File: src/rtl/quad_decoder.sv
// Quadrature A/B decoder: 2-flop sync, stability filter, Gray-code tracker, en/cw/err pulses.
// `QUAD_X4_EN selects x4 decoding; the default build counts one step per electrical cycle (x1).
module quad_decoder #(
    parameter int unsigned FILT_CYCLES = 4
) (
    input  logic clk,
    input  logic rst,
    input  logic a,
    input  logic b,
    output logic en,
    output logic cw,
    output logic err
);

    localparam int unsigned CNT_W = 8;

    typedef enum logic {
        ST_INIT  = 1'b0,
        ST_TRACK = 1'b1
    } state_t;

    state_t           r_state;
    state_t           w_state_next;
    logic [1:0]       r_sync1;
    logic [1:0]       r_sync2;
    logic [1:0]       r_ab_prev;
    logic [1:0]       r_ab_f;
    logic [1:0]       w_ab_f_next;
    logic [1:0]       r_ab_old;
    logic [CNT_W-1:0] r_cnt;
    logic [CNT_W-1:0] w_cnt_next;
    logic             r_upd;
    logic             w_upd_next;
    logic             r_en;
    logic             r_cw;
    logic             r_err;
    logic             w_en_next;
    logic             w_cw_next;
    logic             w_err_next;
    logic             w_diff;
    logic [1:0]       w_x;
    logic             w_single;
    logic             w_both;
    logic             w_is_cw;

    // State, filter and output registers
    always_ff @(posedge clk) begin
        if (rst) begin
            r_state   <= ST_INIT;
            r_sync1   <= 2'b00;
            r_sync2   <= 2'b00;
            r_ab_prev <= 2'b00;
            r_ab_f    <= 2'b00;
            r_ab_old  <= 2'b00;
            r_cnt     <= '0;
            r_upd     <= 1'b0;
            r_en      <= 1'b0;
            r_cw      <= 1'b0;
            r_err     <= 1'b0;
        end else begin
            r_state   <= w_state_next;
            r_sync1   <= {a, b};
            r_sync2   <= r_sync1;
            r_ab_prev <= r_sync2;
            r_ab_f    <= w_ab_f_next;
            r_ab_old  <= r_ab_f;
            r_cnt     <= w_cnt_next;
            r_upd     <= w_upd_next;
            r_en      <= w_en_next;
            r_cw      <= w_cw_next;
            r_err     <= w_err_next;
        end
    end

    // Next-state: INIT counts raw stability, TRACK counts stability of a differing value
    always_comb begin
        w_state_next = r_state;
        w_ab_f_next  = r_ab_f;
        w_cnt_next   = '0;
        w_upd_next   = 1'b0;
        w_diff       = (r_state == ST_INIT) || (r_sync2 != r_ab_f);
        if (w_diff) begin
            w_cnt_next = (r_sync2 == r_ab_prev) ? r_cnt + CNT_W'(1) : CNT_W'(1);
            if (w_cnt_next == CNT_W'(FILT_CYCLES)) begin
                w_cnt_next  = '0;
                w_ab_f_next = r_sync2;
                if (r_state == ST_INIT) begin
                    w_state_next = ST_TRACK;
                end else begin
                    w_upd_next = 1'b1;
                end
            end
        end
    end

    // Classify the accepted old->new transition one cycle after the ab_f update
    always_comb begin
        w_x      = r_ab_old ^ r_ab_f;
        w_single = ^w_x;
        w_both   = &w_x;
        case ({r_ab_old, r_ab_f})
            4'b0010, 4'b1011, 4'b1101, 4'b0100: w_is_cw = 1'b1;
            default:                            w_is_cw = 1'b0;
        endcase
        w_err_next = r_upd & w_both;
`ifdef QUAD_X4_EN
        w_en_next  = r_upd & w_single;
        w_cw_next  = w_en_next ? w_is_cw : r_cw;
`else
        w_en_next  = r_upd & w_single & (r_ab_f == 2'b00);
        w_cw_next  = w_en_next ? (r_ab_old == 2'b01) : r_cw;
`endif
    end

    assign en  = r_en;
    assign cw  = r_cw;
    assign err = r_err;

endmodule

File: config.mk
export PLATFORM = sky130hd
export DESIGN_NAME = quad_decoder
export DESIGN_NICKNAME = d
export VERILOG_FILES = /design/src/rtl/quad_decoder.sv
export SDC_FILE = /design/constraint.sdc
export NUM_CORES = 1
export LEC_CHECK = 0
export CELL_PAD_IN_SITES_DETAIL_PLACEMENT = 1
export CELL_PAD_IN_SITES_GLOBAL_PLACEMENT = 2
export CORE_MARGIN = 5
export CORE_UTILIZATION = 32
export CTS_BUF_LIST = sky130_fd_sc_hd__clkbuf_16
export DETAILED_ROUTE_END_ITERATION = 12
export PLACE_DENSITY = 0.73
export SLEW_MARGIN = 10
export SYNTH_ARGS = -nofsm -noshare
export SYNTH_HDL_FRONTEND = slang
export SYNTH_SLANG_ARGS = --single-unit
File: constraint.sdc
create_clock -name clk -period 2.19 [get_ports clk]
set_clock_uncertainty 0.2 [all_clocks]
set_input_delay 0.438 -clock clk [delete_from_list [all_inputs] [get_ports clk]]
set_output_delay 0.438 -clock clk [all_outputs]
set_load 0.05 [all_outputs]
==> flow_summary.json <==
{
  "status": "finished with violations",
  "violations": "negative setup slack",
  "p_leak_nw": 0.457,
  "synth_top_flop_cell": "dfxtp_1",
  "ff2ff_path_depth": 5,
  "vias": 751,
  "p_int_mw": 0.705,
  "syn_area_per_cell_um2": 9.71,
  "grt_max_degree": 14,
  "core_area_um2": 2780,
  "powerDensity_nw_per_um2": 733,
  "seqPwrFrac_pct": 49.3,
  "cts-htree-levels": 1,
  "fin_crit_sh_pct": 107,
  "first_pass_iters": 4,
  "wl_mm": 2.11,
  "place.port_buffers": 6,
  "rsz0062_at_grt": "true",
  "cts_inserted_buffers": 3,
  "crit_required_ns": 2.17,
  "critPathArrivalTime_ns": 2.32,
  "synthCells": 97,
  "gp_congestion": 0.699,
  "tightest_slew_ns": 0.495,
  "antenna_found_initial": 0,
  "worstSetupEndpointType": "register",
  "multi_input_area_um2": 508,
  "grt_pass1_wl_mm": 3.49,
  "route.detailed.drc": 0,
  "power.total_mw": 0.887,
  "holdPathStages": 1,
  "path_clk_slew_ns": 0.06,
  "setup_viol": 5,
  "hold_class": "reg2reg",
  "initialDrtViolationCount": 23,
  "clock_sinks": 23,
  "seq_area_um2": 463,
  "clk_path_buf_depth": 2,
  "fmax_mhz": 427,
  "cts_tree": "built",
  "grt.overflow.total": 0,
  "hold_buffers": 0,
  "ys_seq_area_share_pct": 48.9,
  "ys_ff_latch": 23,
  "antenna_cells": 0,
  "ant_nets": 0,
  "io_pins": 7,
  "fp.dieH_um": 64.3,
  "die_area_um2": 4130,
  "pwr-share-comb_pct": 6.4,
  "setup_ws_ns": -0.154,
  "crit_type": "reg2reg",
  "irDropWorstVdd_uv": 690,
  "p_clk_share_pct": 44.3,
  "hold_violations": 0,
  "syn_nets": 103,
  "netSwitchingFraction_pct": 20.5,
  "grt_pass1_vias": 714,
  "cts-root-buf": "clkbuf_16",
  "area_growth_pct": 28.4,
  "period_needed_ns": 2.34,
  "p_sw_mw": 0.182,
  "setup_tns_ns": -0.462,
  "final_max_slew_viol_count": 0,
  "wl_per_cell_um": 14.6,
  "ys_types": 29,
  "yosysWarningCount": 0,
  "synthArstFlopShare_pct": 0,
  "viasPerCell": 5.18,
  "drive_above_1_share_pct": 16.7,
  "row_count": 19,
  "worstSetupStartpointType": "register",
  "die_w_um": 64.3,
  "gr-usage-all-layers_pct": 10.7,
  "synth_area_um2": 942,
  "path_max_fanout": 3,
  "synth_edf_count": 0,
  "layout.nets": 121,
  "cap_violations": 0,
  "clock_latency_ns": 0.25,
  "initial_core_util_pct": 33.9,
  "max-slew-margin-rel_pct": 66.9,
  "fillers": 319
}
## through the flow
step	utilization [%]	setup WS, ns	hold slack, ns	std cells	instance area (um^2)
6_report	43.5	-0.154	0.239	145	1210
5_1_grt	43.5	-0.237	0.266	145	1210
4_1_cts	43.5	-0.151	0.245	145	1210
3_5_place_dp	39.2	-0.179	0.230	140	1090
3_3_place_gp	39.2	-0.140	0.227	140	1090
2_1_floorplan	-	-0.125	0.214	97	943
## area by class of cell
class                   count  share of cell area [%]
clock buffers               3                    6.20
clock inverters             1                   0.414
multi-input cells          73                    42.0
flip-flops and latches     23                    38.3
well taps                  31                    3.21
repair buffers             14                    9.93
## Yosys cell counts (2+ instances only)
master / count / area, um^2
o21ai_0: 6 / 30.0
nand3_1: 4 / 20.0
nor2_1: 12 / 45.0
nand2_1: 5 / 18.8
xnor2_1: 4 / 35.0
dfxtp_1: 23 / 460
and3_1: 2 / 12.5
a2bb2oi_1: 2 / 17.5
nor2b_1: 9 / 56.3
nor3_1: 3 / 15.0
ha_1: 2 / 25.0
xor2_1: 7 / 61.3
o211ai_1: 2 / 15.0
## cells in the final DEF, fill, tap and decap left out, types with 2 or more instances in the layout
cell type / count
nand2_1: 5
dfxtp_1: 21
clkdlybuf4s50_1: 6
buf_4: 8
nor2b_1: 9
dfxtp_2: 2
xnor2_1: 4
a2bb2oi_1: 2
o21ai_0: 6
and3_1: 2
nand3_1: 4
nor2_1: 12
o211ai_1: 2
nor3_1: 3
clkbuf_16: 3
xor2_1: 7
## worst max-delay path: stages, from the launching register on
cell,delay (ns)
dfxtp_2,0.34
ha_4,0.23
or4b_1,0.51
or4_4,0.46
or3_4,0.35
o211ai_1,0.17
## registers in the layout (all words and copies together), names as in the netlist
name,flops
r_sync2,2
r_sync1,2
r_ab_f,2
r_ab_prev,2
r_ab_old,2
r_state,1
cw,1
en,1
r_upd,1
r_cnt,8
err,1
## logic make-up (layout without fill, tap and decap cells)
group                    count (synthesis)  in the layout  share of synthesized area, %
AND/OR/NAND/NOR                         41             41                          23.0
adder cells (fa/ha/maj)                  2              2                          2.66
flip-flops                              23             23                          48.9
multiplexers                             1              1                          1.06
AO/OA/AOI/OAI                           18             18                          13.8
XOR/XNOR                                11             11                          10.2
buffers and inverters                    1             18                         0.398
## routing by layer
layer | track usage (%) | part of all wire, %
met5 | 0 | 0
met4 | 3.05 | 0.90
met3 | 3.33 | 3.6
met2 | 16.8 | 47
met1 | 14.2 | 48
## final timing paths
| check | startpoint | end | slack [ns] |
|---|---|---|---|
| max reg2reg | r_cnt[0]$_SDFF_PP0_ | r_ab_f[1]$_SDFFE_PP0P_ | -0.15 |
| min reg2reg | r_sync1[0]$_SDFF_PP0_ | r_sync2[0]$_SDFF_PP0_ | 0.24 |
| max | r_cnt[0]$_SDFF_PP0_ | r_ab_f[1]$_SDFFE_PP0P_ | -0.15 |
| min | r_sync1[0]$_SDFF_PP0_ | r_sync2[0]$_SDFF_PP0_ | 0.24 |
## power by group through the flow
stage	registers [mW]	clock network [mW]	logic, mW
after CTS	0.437	0.401	0.0570
after floorplan	0.445	0	0.0255
after global placement	0.443	0	0.0499
after detailed placement	0.444	0	0.0508
after global routing	0.438	0.423	0.0632
final	0.437	0.393	0.0572
## timing repair
item                       CTS  global route
pin swaps                    1             0
buffers inserted             1             0
resized for setup            4             0
setup endpoints to repair    5             5
Power figures use the tool's default switching activity.
